==> config.mk <==
export PLATFORM = sky130hd
export DESIGN_NAME = sccb_slave
export DESIGN_NICKNAME = d
export VERILOG_FILES = /design/src/rtl/sccb_pkg.sv /design/src/rtl/sccb_bus_sync.sv /design/src/rtl/sccb_slave.sv
export SDC_FILE = /design/constraint.sdc
export NUM_CORES = 1
export LEC_CHECK = 0
export BUFFER_PORTS_ARGS = -buffer_cell sky130_fd_sc_hd__buf_2
export CAP_MARGIN = 20
export CORE_MARGIN = 1
export CORE_UTILIZATION = 58
export DETAILED_ROUTE_END_ITERATION = 8
export GPL_TIMING_DRIVEN = 0
export PLACE_DENSITY = 0.84
export SYNTH_ARGS = -nofsm -noshare
export SYNTH_HDL_FRONTEND = slang
export SYNTH_SLANG_ARGS = --single-unit
==> constraint.sdc <==
create_clock -name clk -period 2.8 [get_ports clk]
set_clock_uncertainty 0.15 [all_clocks]
set_input_delay 0.42 -clock clk [delete_from_list [all_inputs] [get_ports clk]]
set_output_delay 0.42 -clock clk [all_outputs]
set_load 0.02 [all_outputs]
==> src/rtl/sccb_pkg.sv <==
// rtl/sccb_pkg.sv - shared SCCB types and constants (slave FSM states, default device ID, ACK levels)
package sccb_pkg;

   typedef enum logic [3:0] {
      ST_IDLE,
      ST_DEVID,
      ST_ACK_ID,
      ST_SUBADDR,
      ST_ACK_SUB,
      ST_WDATA,
      ST_ACK_DATA,
      ST_RDATA,
      ST_RNA,
      ST_IGNORE
   } sccb_state_t;

   localparam logic [7:0] SCCB_DEV_ID_DEFAULT = 8'h42;
   localparam logic       SCCB_ACK            = 1'b0;
   localparam logic       SCCB_NACK           = 1'b1;

endpackage

==> src/rtl/sccb_bus_sync.sv <==
// rtl/sccb_bus_sync.sv - SCL/SDA synchronizer with SCL edge and START/STOP pulse generation
module sccb_bus_sync #(
   parameter int SYNC_STAGES = 2
) (
   input  logic clk,
   input  logic reset,
   input  logic scl_i,
   input  logic sda_i,
   output logic sda_o,
   output logic scl_rise_o,
   output logic scl_fall_o,
   output logic start_o,
   output logic stop_o
);

   logic [SYNC_STAGES-1:0] scl_sync_q;
   logic [SYNC_STAGES-1:0] sda_sync_q;
   logic                   scl_prev_q;
   logic                   sda_prev_q;
   logic                   scl_s;
   logic                   sda_s;

   assign scl_s = scl_sync_q[SYNC_STAGES-1];
   assign sda_s = sda_sync_q[SYNC_STAGES-1];

   // Synchronizer chains plus one delayed copy for edge detection; idle bus level is high
   always_ff @(posedge clk or posedge reset) begin
      if (reset) begin
         scl_sync_q <= '1;
         sda_sync_q <= '1;
         scl_prev_q <= 1'b1;
         sda_prev_q <= 1'b1;
      end else begin
         scl_sync_q[0] <= scl_i;
         sda_sync_q[0] <= sda_i;
         for (int i = 1; i < SYNC_STAGES; i++) begin
            scl_sync_q[i] <= scl_sync_q[i-1];
            sda_sync_q[i] <= sda_sync_q[i-1];
         end
         scl_prev_q <= scl_s;
         sda_prev_q <= sda_s;
      end
   end

   assign sda_o      = sda_s;
   assign scl_rise_o = scl_s & ~scl_prev_q;
   assign scl_fall_o = ~scl_s & scl_prev_q;
   // SDA may only change while SCL is low, so an SDA edge with SCL held high is a bus condition
   assign start_o    = scl_s & scl_prev_q & sda_prev_q & ~sda_s;
   assign stop_o     = scl_s & scl_prev_q & ~sda_prev_q & sda_s;

endmodule

==> src/rtl/sccb_slave.sv <==
// rtl/sccb_slave.sv - SCCB register slave; read path enabled by SCCB_SLAVE_READ_EN
module sccb_slave
   import sccb_pkg::*;
#(
   parameter logic [7:0] DEV_ID      = SCCB_DEV_ID_DEFAULT,
   parameter int         SYNC_STAGES = 2
) (
   input  logic       clk,
   input  logic       reset,
   input  logic       scl,
   input  logic       sda_i,
   output logic       sda_oe,
   output logic       wr_valid,
   output logic [7:0] wr_addr,
   output logic [7:0] wr_data,
   output logic [7:0] rd_addr,
   input  logic [7:0] rd_data,
   output logic       busy
);

`ifdef SCCB_SLAVE_READ_EN
   localparam logic READ_EN = 1'b1;
`else
   localparam logic READ_EN = 1'b0;
   logic rd_data_unused;
   assign rd_data_unused = ^rd_data;
`endif

   logic sda_s, scl_rise, scl_fall, bus_start, bus_stop;

   sccb_bus_sync #(
      .SYNC_STAGES (SYNC_STAGES)
   ) u_bus_sync (
      .clk        (clk),
      .reset      (reset),
      .scl_i      (scl),
      .sda_i      (sda_i),
      .sda_o      (sda_s),
      .scl_rise_o (scl_rise),
      .scl_fall_o (scl_fall),
      .start_o    (bus_start),
      .stop_o     (bus_stop)
   );

   sccb_state_t state_q, state_d;
   logic [2:0]  bit_cnt_q, bit_cnt_d;
   logic [7:0]  shift_q, shift_d;
   logic        sda_oe_q, sda_oe_d;
   logic        wr_valid_q, wr_valid_d;
   logic [7:0]  wr_addr_q, wr_addr_d;
   logic [7:0]  wr_data_q, wr_data_d;
   logic [7:0]  rd_addr_q, rd_addr_d;
   logic        busy_q, busy_d;

   // State and datapath registers; async reset releases SDA immediately
   always_ff @(posedge clk or posedge reset) begin
      if (reset) begin
         state_q    <= ST_IDLE;
         bit_cnt_q  <= 3'd0;
         shift_q    <= 8'h00;
         sda_oe_q   <= 1'b0;
         wr_valid_q <= 1'b0;
         wr_addr_q  <= 8'h00;
         wr_data_q  <= 8'h00;
         rd_addr_q  <= 8'h00;
         busy_q     <= 1'b0;
      end else begin
         state_q    <= state_d;
         bit_cnt_q  <= bit_cnt_d;
         shift_q    <= shift_d;
         sda_oe_q   <= sda_oe_d;
         wr_valid_q <= wr_valid_d;
         wr_addr_q  <= wr_addr_d;
         wr_data_q  <= wr_data_d;
         rd_addr_q  <= rd_addr_d;
         busy_q     <= busy_d;
      end
   end

   // Next-state: bus conditions override everything, then per-state bit handling
   always_comb begin
      state_d    = state_q;
      bit_cnt_d  = bit_cnt_q;
      shift_d    = shift_q;
      sda_oe_d   = sda_oe_q;
      wr_valid_d = 1'b0;
      wr_addr_d  = wr_addr_q;
      wr_data_d  = wr_data_q;
      rd_addr_d  = rd_addr_q;
      busy_d     = busy_q;

      if (bus_stop) begin
         state_d   = ST_IDLE;
         bit_cnt_d = 3'd0;
         sda_oe_d  = 1'b0;
         busy_d    = 1'b0;
      end else if (bus_start) begin
         state_d   = ST_DEVID;
         bit_cnt_d = 3'd0;
         sda_oe_d  = 1'b0;
      end else begin
         case (state_q)
            ST_IDLE: ;
            ST_DEVID, ST_SUBADDR, ST_WDATA: begin
               if (scl_rise) begin
                  shift_d   = {shift_q[6:0], sda_s};
                  bit_cnt_d = bit_cnt_q + 3'd1;
                  if (bit_cnt_q == 3'd7) begin
                     if (state_q == ST_DEVID) begin
                        // Reads are only acknowledged when the read path exists
                        if ((shift_d[7:1] == DEV_ID[7:1]) && (READ_EN || !sda_s)) begin
                           state_d = ST_ACK_ID;
                           busy_d  = 1'b1;
                        end else begin
                           state_d = ST_IGNORE;
                           busy_d  = 1'b0;
                        end
                     end else if (state_q == ST_SUBADDR) begin
                        state_d = ST_ACK_SUB;
                     end else begin
                        state_d = ST_ACK_DATA;
                     end
                  end
               end
            end
            ST_ACK_ID, ST_ACK_SUB, ST_ACK_DATA: begin
               // First SCL fall drives the ACK, second fall releases it and ends the slot
               if (scl_fall) begin
                  if (!sda_oe_q) begin
                     sda_oe_d = ~SCCB_ACK;
                  end else begin
                     sda_oe_d  = 1'b0;
                     bit_cnt_d = 3'd0;
                     if (state_q == ST_ACK_ID) begin
                        if (READ_EN && shift_q[0]) begin
                           state_d  = ST_RDATA;
                           shift_d  = rd_data;
                           sda_oe_d = ~rd_data[7];
                        end else begin
                           state_d = ST_SUBADDR;
                        end
                     end else if (state_q == ST_ACK_SUB) begin
                        rd_addr_d = shift_q;
                        state_d   = ST_WDATA;
                     end else begin
                        wr_valid_d = 1'b1;
                        wr_addr_d  = rd_addr_q;
                        wr_data_d  = shift_q;
                        state_d    = ST_IGNORE;
                     end
                  end
               end
            end
`ifdef SCCB_SLAVE_READ_EN
            ST_RDATA: begin
               if (scl_fall) begin
                  shift_d  = {shift_q[6:0], 1'b0};
                  sda_oe_d = ~shift_q[6];
               end
               if (scl_rise) begin
                  bit_cnt_d = bit_cnt_q + 3'd1;
                  if (bit_cnt_q == 3'd7) begin
                     state_d = ST_RNA;
                  end
               end
            end
            ST_RNA: begin
               // Hold the LSB until SCL falls so SDA never moves while SCL is high
               if (scl_fall) begin
                  sda_oe_d = 1'b0;
               end
               if (scl_rise) begin
                  state_d = ST_IGNORE;
               end
            end
`else
            ST_RDATA, ST_RNA: begin
               state_d  = ST_IGNORE;
               sda_oe_d = 1'b0;
            end
`endif
            ST_IGNORE: begin
               sda_oe_d = 1'b0;
            end
            default: begin
               state_d  = ST_IDLE;
               sda_oe_d = 1'b0;
            end
         endcase
      end
   end

   assign sda_oe   = sda_oe_q;
   assign wr_valid = wr_valid_q;
   assign wr_addr  = wr_addr_q;
   assign wr_data  = wr_data_q;
   assign rd_addr  = rd_addr_q;
   assign busy     = busy_q;

endmodule

==> out/summary.txt, run 1 <==
Outcome = complete, no violations
Switching power = 0.000472 W
Site Rows = 21
Sequential power share = 54.2%
Mapped Cells = 189
TritonCTS Buffers = 5
Dpl hpwl = 2680 um
Core outline area = 0.00339 mm^2
Largest family of logic cells by synthesized area = simple AND/OR/NAND/NOR gates
CTS tree = built
Critical path class = reg2reg
Latest clock arrival within the worst-skew pair = 0.35 ns
Clock power share = 22.0%
Most used flip-flop cell after synthesis = dfrtp_1
DR pass1 iterations = 5
Layout cell share with drive strength beyond 1 = 31.6%
Initial DRC Count = 78
Post-cts resize count = 0
Core Util, Final = 70.8%
#FFs+latches synth = 48
Die Width = 61.8 um
Fmax = 476 MHz
Pwr Density = 632 mW/mm^2
Wirelength per Cell = 13.8 um
Hold_sp = u_bus_sync.sda_sync_q[0]
Depth of the worst hold-timing path = 0
Synth Area in Compound Gates = 6.63%
Asr flop ratio synth = 100%
Fillers = 250
# diodes = 0
Initial antenna violation count = 0
Die Y = 61.8 um
Slew @ Worst Pin = 0.679 ns
Vias in the first global route = 1363
Mux contribution to synthesized area = 9.70%
Antenna-violating nets left = 0
Critical path arrival = 2.20 ns
Crit path cell chain = and3b_1 > nand2_1 > nor4_4 > mux2_2
GPL Wtd Cong = 0.870
CTS root buffer = clkbuf_4
Post-Syn Area = 0.00208 mm^2
Drt drc = 0
Initial Util = 61.3%
Ys Warns = 0
Placed Cells = 266
Post-Synthesis Net Count = 203
IO buf count = 30
Maximum vdd drop = 0.000394 V
Req. time, crit path = 2.90 ns
Synth Area in Simple Gates = 20.8%
RSZ-0062 raised after global routing = false
XOR/XNOR Fraction of Synth Area = 0.422%
Placed Area = 0.00230 mm^2
DR vias = 1548
Routed WL = 3820 um
Worst setup SP type = register
Max Root-Sink Buffers = 2
Tot GR Track Use = 23.3%
H-tree Lvls = 2
Minimum clock period = 2.10 ns
Slowest stage cell, crit path = dfstp_2
Setup TNS = 0 ns
Synth top area cells = dfrtp_1, nand2_1, mux2_2
Most frequent cell after synthesis = nand2_1
Final hold vios = 0
Yosys cell types = 41
Top cell type by total area after synthesis = dfrtp_1
Worst Hold Class = reg2reg
Tot Pwr = 0.00152 W
Top cells by count, synth = nand2_1, dfrtp_1, mux2_2
Reg2reg start = u_bus_sync.scl_prev_q
CP startpoint = u_bus_sync.scl_prev_q
Num Clock Sinks = 48
CTS clk-pin slew, worst paths = 0.13 ns
CP max stage delay = 0.56 ns
Number of synthesized flops with an enable pin = 0
Pint = 0.00104 W
Tcrit/Tclk final = 75.0%
CP max FO = 8
Share of the synthesized area in the top cell type = 50.6%
IO Count = 39
Seq/Total Area, Yosys = 58.2%
Setup crit end kind = register
Die area = 0.00382 mm^2
Largest net degree at the start of global routing = 39
Global route overflow = 0
Max cap viols = 0
Comb power frac = 23.8%
First-pass GRT wire length = 6330 um
Fin cells = 277
FF-to-FF path depth = 4
Avg Vias per Cell = 5.59
Final setup viols = 0
Leak = 1.29 nW
Worst rel slew slack = 54.7%
Number of max-slew violations in the final report = 0
Final #Nets = 244
Synth Area in Adders = 1.20%
Sw Share = 31.1%
Fin area = 0.00240 mm^2
Mapped Avg Cell Area = 11.0 um^2
Area growth syn-to-layout = 15.5%
-- cell type report --
type                       instances  area (um^2)  area share, %
sequential                        48         1210           50.4
multi-input combinational        131          806           33.6
timing repair buffer              34          200           8.35
tap                               46         57.6           2.40
clock buffer                       7         55.1           2.30
buffer                             7         51.3           2.14
inverter                           3         11.3          0.469
clock inverter                     1         8.76          0.365
-- critical path: cells and delay by family (launching register included) --
kind	cells	cell delay, ns
mux	1	0.41
flops	1	0.56
simple gates	3	0.89
-- cells in the final DEF, fill, tap and decap left out, types with 2 or more instances in the layout --
cell type      synthesis  final
o22ai_1                2      2
dlygate4sd3_1          0      3
nor2b_1                2      2
buf_2                  2     32
a22oi_1                2      2
dfstp_2                6      6
clkbuf_1               1      2
ha_1                   2      2
nand3_1                2      2
buf_6                  2      2
nor2_1                12     12
nand2_1               56     56
a21oi_1                6      6
mux2_2                17     17
nand2b_1               4      4
clkbuf_4               0      5
nor3b_1                2      2
and3b_1                2      2
buf_4                  2      2
dfrtp_1               42     42
a211oi_1               2      2
-- metrics by stage --
stage | setup slack, ns | hold WS [ns]
after floorplan | 0.968 | 0.195
after global placement | 0.540 | 0.196
after detailed placement | 0.727 | 0.197
after CTS | 0.682 | 0.216
after global routing | 0.581 | 0.221
final | 0.699 | 0.215
-- worst paths after layout --
check,endpoint,slack [ns]
setup / recovery,rd_addr[5],0.70
setup reg to reg,rd_addr[5],0.70
hold / removal,u_bus_sync.sda_sync_q[1],0.21
max in group asynchronous,u_bus_sync.sda_sync_q[1],1.58
min in group asynchronous,state_q[1],0.38
hold reg to reg,u_bus_sync.sda_sync_q[1],0.21
-- kinds of logic after synthesis --
| group | Yosys count |
|---|---|
| AND/OR/NAND/NOR | 90 |
| flip-flops | 48 |
| AO/OA/AOI/OAI | 20 |
| multiplexers | 18 |
| buffers and inverters | 10 |
| adder cells (fa/ha/maj) | 2 |
| XOR/XNOR | 1 |
-- routing by layer --
metal | GRT usage (%) | share of wire (%) | up-vias
met2 | 35.8 | 46 | 51
li1 | - | - | 724
met4 | 9.52 | 1.5 | 0
met3 | 4.35 | 5.0 | 6
met1 | 33.1 | 47 | 767
met5 | 0 | 0 | -
-- sequential cells by signal, summed over array words and instances, names as in the netlist, 2 cells and up --
register / cells
rd_addr: 8
shift_q: 8
wr_addr: 8
wr_data: 8
state_q: 4
bit_cnt_q: 3
u_bus_sync.scl_sync_q: 2
u_bus_sync.sda_sync_q: 2
-- timing repair --
action	in CTS	in global routing
endpoints found under the hold margin	9	0
buffers inserted	0	0
hold buffers	3	0
-- power by group through the flow --
| stage | registers [W] | clock network (W) | logic [W] |
|---|---|---|---|
| CTS | 0.000821 | 0.000341 | 0.000358 |
| detailed placement | 0.000835 | 0 | 0.000352 |
| global placement | 0.000831 | 0 | 0.000344 |
| finish | 0.000822 | 0.000334 | 0.000361 |
| floorplan | 0.000816 | 0 | 0.000292 |
| global route | 0.000835 | 0.000373 | 0.000404 |
No activity file was read; power rests on OpenSTA's default activity.
==> inputs of run 2 (changes only) <==
CORE_UTILIZATION = 49   (was 58)
PLACE_DENSITY = 0.76   (was 0.84)
clock period = 1.9 ns   (was 2.8 ns; I/O delays follow)
==> run 2 against run 1 <==
The run now ends with negative setup slack left. Hold slack got worse by 0.0070 ns. Largest cell class unchanged. Global-route usage decreased by 3.6 points. Sequential share of layout area decreased by 3.2 points. Sequential power increased by 47%.
==> out/summary.txt, run 2 (synthesized netlist as in run 1, its figures left out) <==
Final hold vios = 0 (unchanged)
Fin area = 0.00257 mm^2 (+7.1%)
Slew @ Worst Pin = 0.759 ns (+0.0798 ns)
Failing checks = negative setup slack
Latest clock arrival within the worst-skew pair = 0.30 ns (-0.05 ns)
DR pass1 iterations = 4 (-1)
Max Root-Sink Buffers = 2 (unchanged)
Setup TNS = -0.349 ns (-0.349 ns)
IO Count = 39 (unchanged)
Placed Area = 0.00231 mm^2 (+0.22%)
CP max FO = 2 (-6)
Post-route worst setup slack = -0.0570 ns (-0.756 ns)
Dpl hpwl = 2700 um (+0.64%)
Site Rows = 23 (+9.5%)
Multi-input logic area = 872 um^2 (+8.2%)
Critical path arrival = 1.99 ns (-0.21 ns)
First-pass GRT wire length = 6530 um (+3.2%)
Global route overflow = 0 (unchanged)
Setup crit end kind = register
IO buf count = 30 (unchanged)
Fillers = 329 (+32%)
Outcome = finished, violations left
Final setup viols = 10 (+10)
Num Clock Sinks = 48 (unchanged)
Fin Hold WS = 0.208 ns (-0.00698 ns)
Final #Nets = 250 (+2.5%)
Critical path class = reg2reg
Antenna-violating nets left = 0 (unchanged)
Tcrit/Tclk final = 103% (+28 points)
Minimum clock period = 1.96 ns (-0.144 ns)
CTS clk-pin slew, worst paths = 0.09 ns (-0.04 ns)
DR vias = 1557 (+0.58%)
Req. time, crit path = 1.94 ns (-0.96 ns)
Core Util, Final = 63.8% (-7.0 points)
Initial DRC Count = 108 (+38%)
Core outline area = 0.00403 mm^2 (+19%)
Worst Hold Class = reg2reg
Maximum vdd drop = 0.000653 V (+66%)
Die Y = 67.1 um (+8.5%)
Routed WL = 4310 um (+13%)
Worst rel slew slack = 49.4% (-5.3 points)
H-tree Lvls = 2 (unchanged)
GPL Wtd Cong = 0.849 (-2.4%)
Layout cell share with drive strength beyond 1 = 38.8% (+7.2 points)
Initial antenna violation count = 0 (unchanged)
Tot Pwr = 0.00257 W (+69%)
Wirelength per Cell = 15.0 um (+9.0%)
Most frequent cells in the layout = nand2_1, dfrtp_1, buf_2
Max cap viols = 0 (unchanged)
Die Width = 67.1 um (+8.5%)
CTS tree = built
Commonest non-fill, non-tap cell in the layout = nand2_1
Leak = 1.36 nW (+5.1%)
Avg Vias per Cell = 5.43 (-2.9%)
Area growth syn-to-layout = 23.7%
CTS root buffer = clkbuf_8
RSZ-0062 raised after global routing = true
Vias in the first global route = 1390 (+2.0%)
# diodes = 0 (unchanged)
TritonCTS Buffers = 5 (unchanged)
Initial Util = 51.6% (-9.7 points)
Pwr Density = 1000 mW/mm^2 (+58%)
Tot GR Track Use = 19.8% (-3.6 points)
Number of max-slew violations in the final report = 0 (unchanged)
Drt drc = 0 (unchanged)
Die area = 0.00450 mm^2 (+18%)
Largest net degree at the start of global routing = 38 (-2.6%)
Fmax = 511 MHz (+7.4%)
FF+latch area = 0.00121 mm^2 (+0.21%)
Worst setup SP type = register
[run 2: changes by cell type in the layout (fill, tap and decap cells not counted), sizes merged]
| cell | change |
|---|---|
| buf | +6 |
| bufinv | +1 |
| clkbuf | -1 |
[run 2: path summary, 6_finish.rpt]
check | start | end | slack (ns) | depth (start not counted)
hold reg to reg | u_bus_sync.sda_sync_q[0] | u_bus_sync.sda_sync_q[1] | 0.21 | 0
hold / removal | u_bus_sync.sda_sync_q[0] | u_bus_sync.sda_sync_q[1] | 0.21 | 0
min in group asynchronous | reset | state_q[2] | 0.32 | 3
max in group asynchronous | reset | u_bus_sync.sda_prev_q | 0.74 | 4
setup / recovery | shift_q[1] | state_q[0] | -0.06 | 5
setup reg to reg | shift_q[1] | state_q[0] | -0.06 | 5
[run 2: per-layer routing]
metal / wire [um] / share of wire (%) / GRT usage, %
met3: 214 / 5.0 / 4.11
met5: 0 / 0 / 0
met2: 1990 / 46 / 29.3
met1: 2030 / 47 / 28.3
met4: 79 / 1.8 / 7.45
[run 2: power breakdown]
part           internal, W  switching [W]
Combinational     0.000280       0.000365
Sequential         0.00112      0.0000855
Clock             0.000391       0.000325
Total              0.00179       0.000776
[run 2: final cells by class]
cell class,count,share of cell area (%)
Sequential cell,48,47.2
Timing Repair Buffer,40,9.69
Multi-Input combinational cell,131,34.0
Inverter,3,0.438
Tap cell,50,2.44
Clock buffer,6,2.83
Clock inverter,2,1.36
Buffer,7,2.14
[run 2: worst max-delay path, cell delays in order, from the launching register on]
cell     delay (ns)
dfrtp_2        0.43
nor4b_2        0.25
and4b_2        0.29
o22ai_2        0.10
o32a_1         0.36
mux2_2         0.26
[run 2: timing repair]
item | 4_1_cts | 5_1_grt
endpoints found under the hold margin | 10 | 0
hold buffers | 3 | 0
setup buffers | 5 | 1
gates resized for setup | 15 | 9
pin swaps | 2 | 1
gates cloned | 0 | 0
setup endpoints to repair | 11 | 22
[run 2: stage by stage]
| step | worst slack [ns] | instances |
|---|---|---|
| final | -0.0570 | 287 |
| after global placement | -0.272 | 269 |
| after floorplan | 0.0676 | 189 |
| after global routing | -0.146 | 287 |
| after detailed placement | -0.157 | 270 |
| after CTS | -0.0582 | 286 |
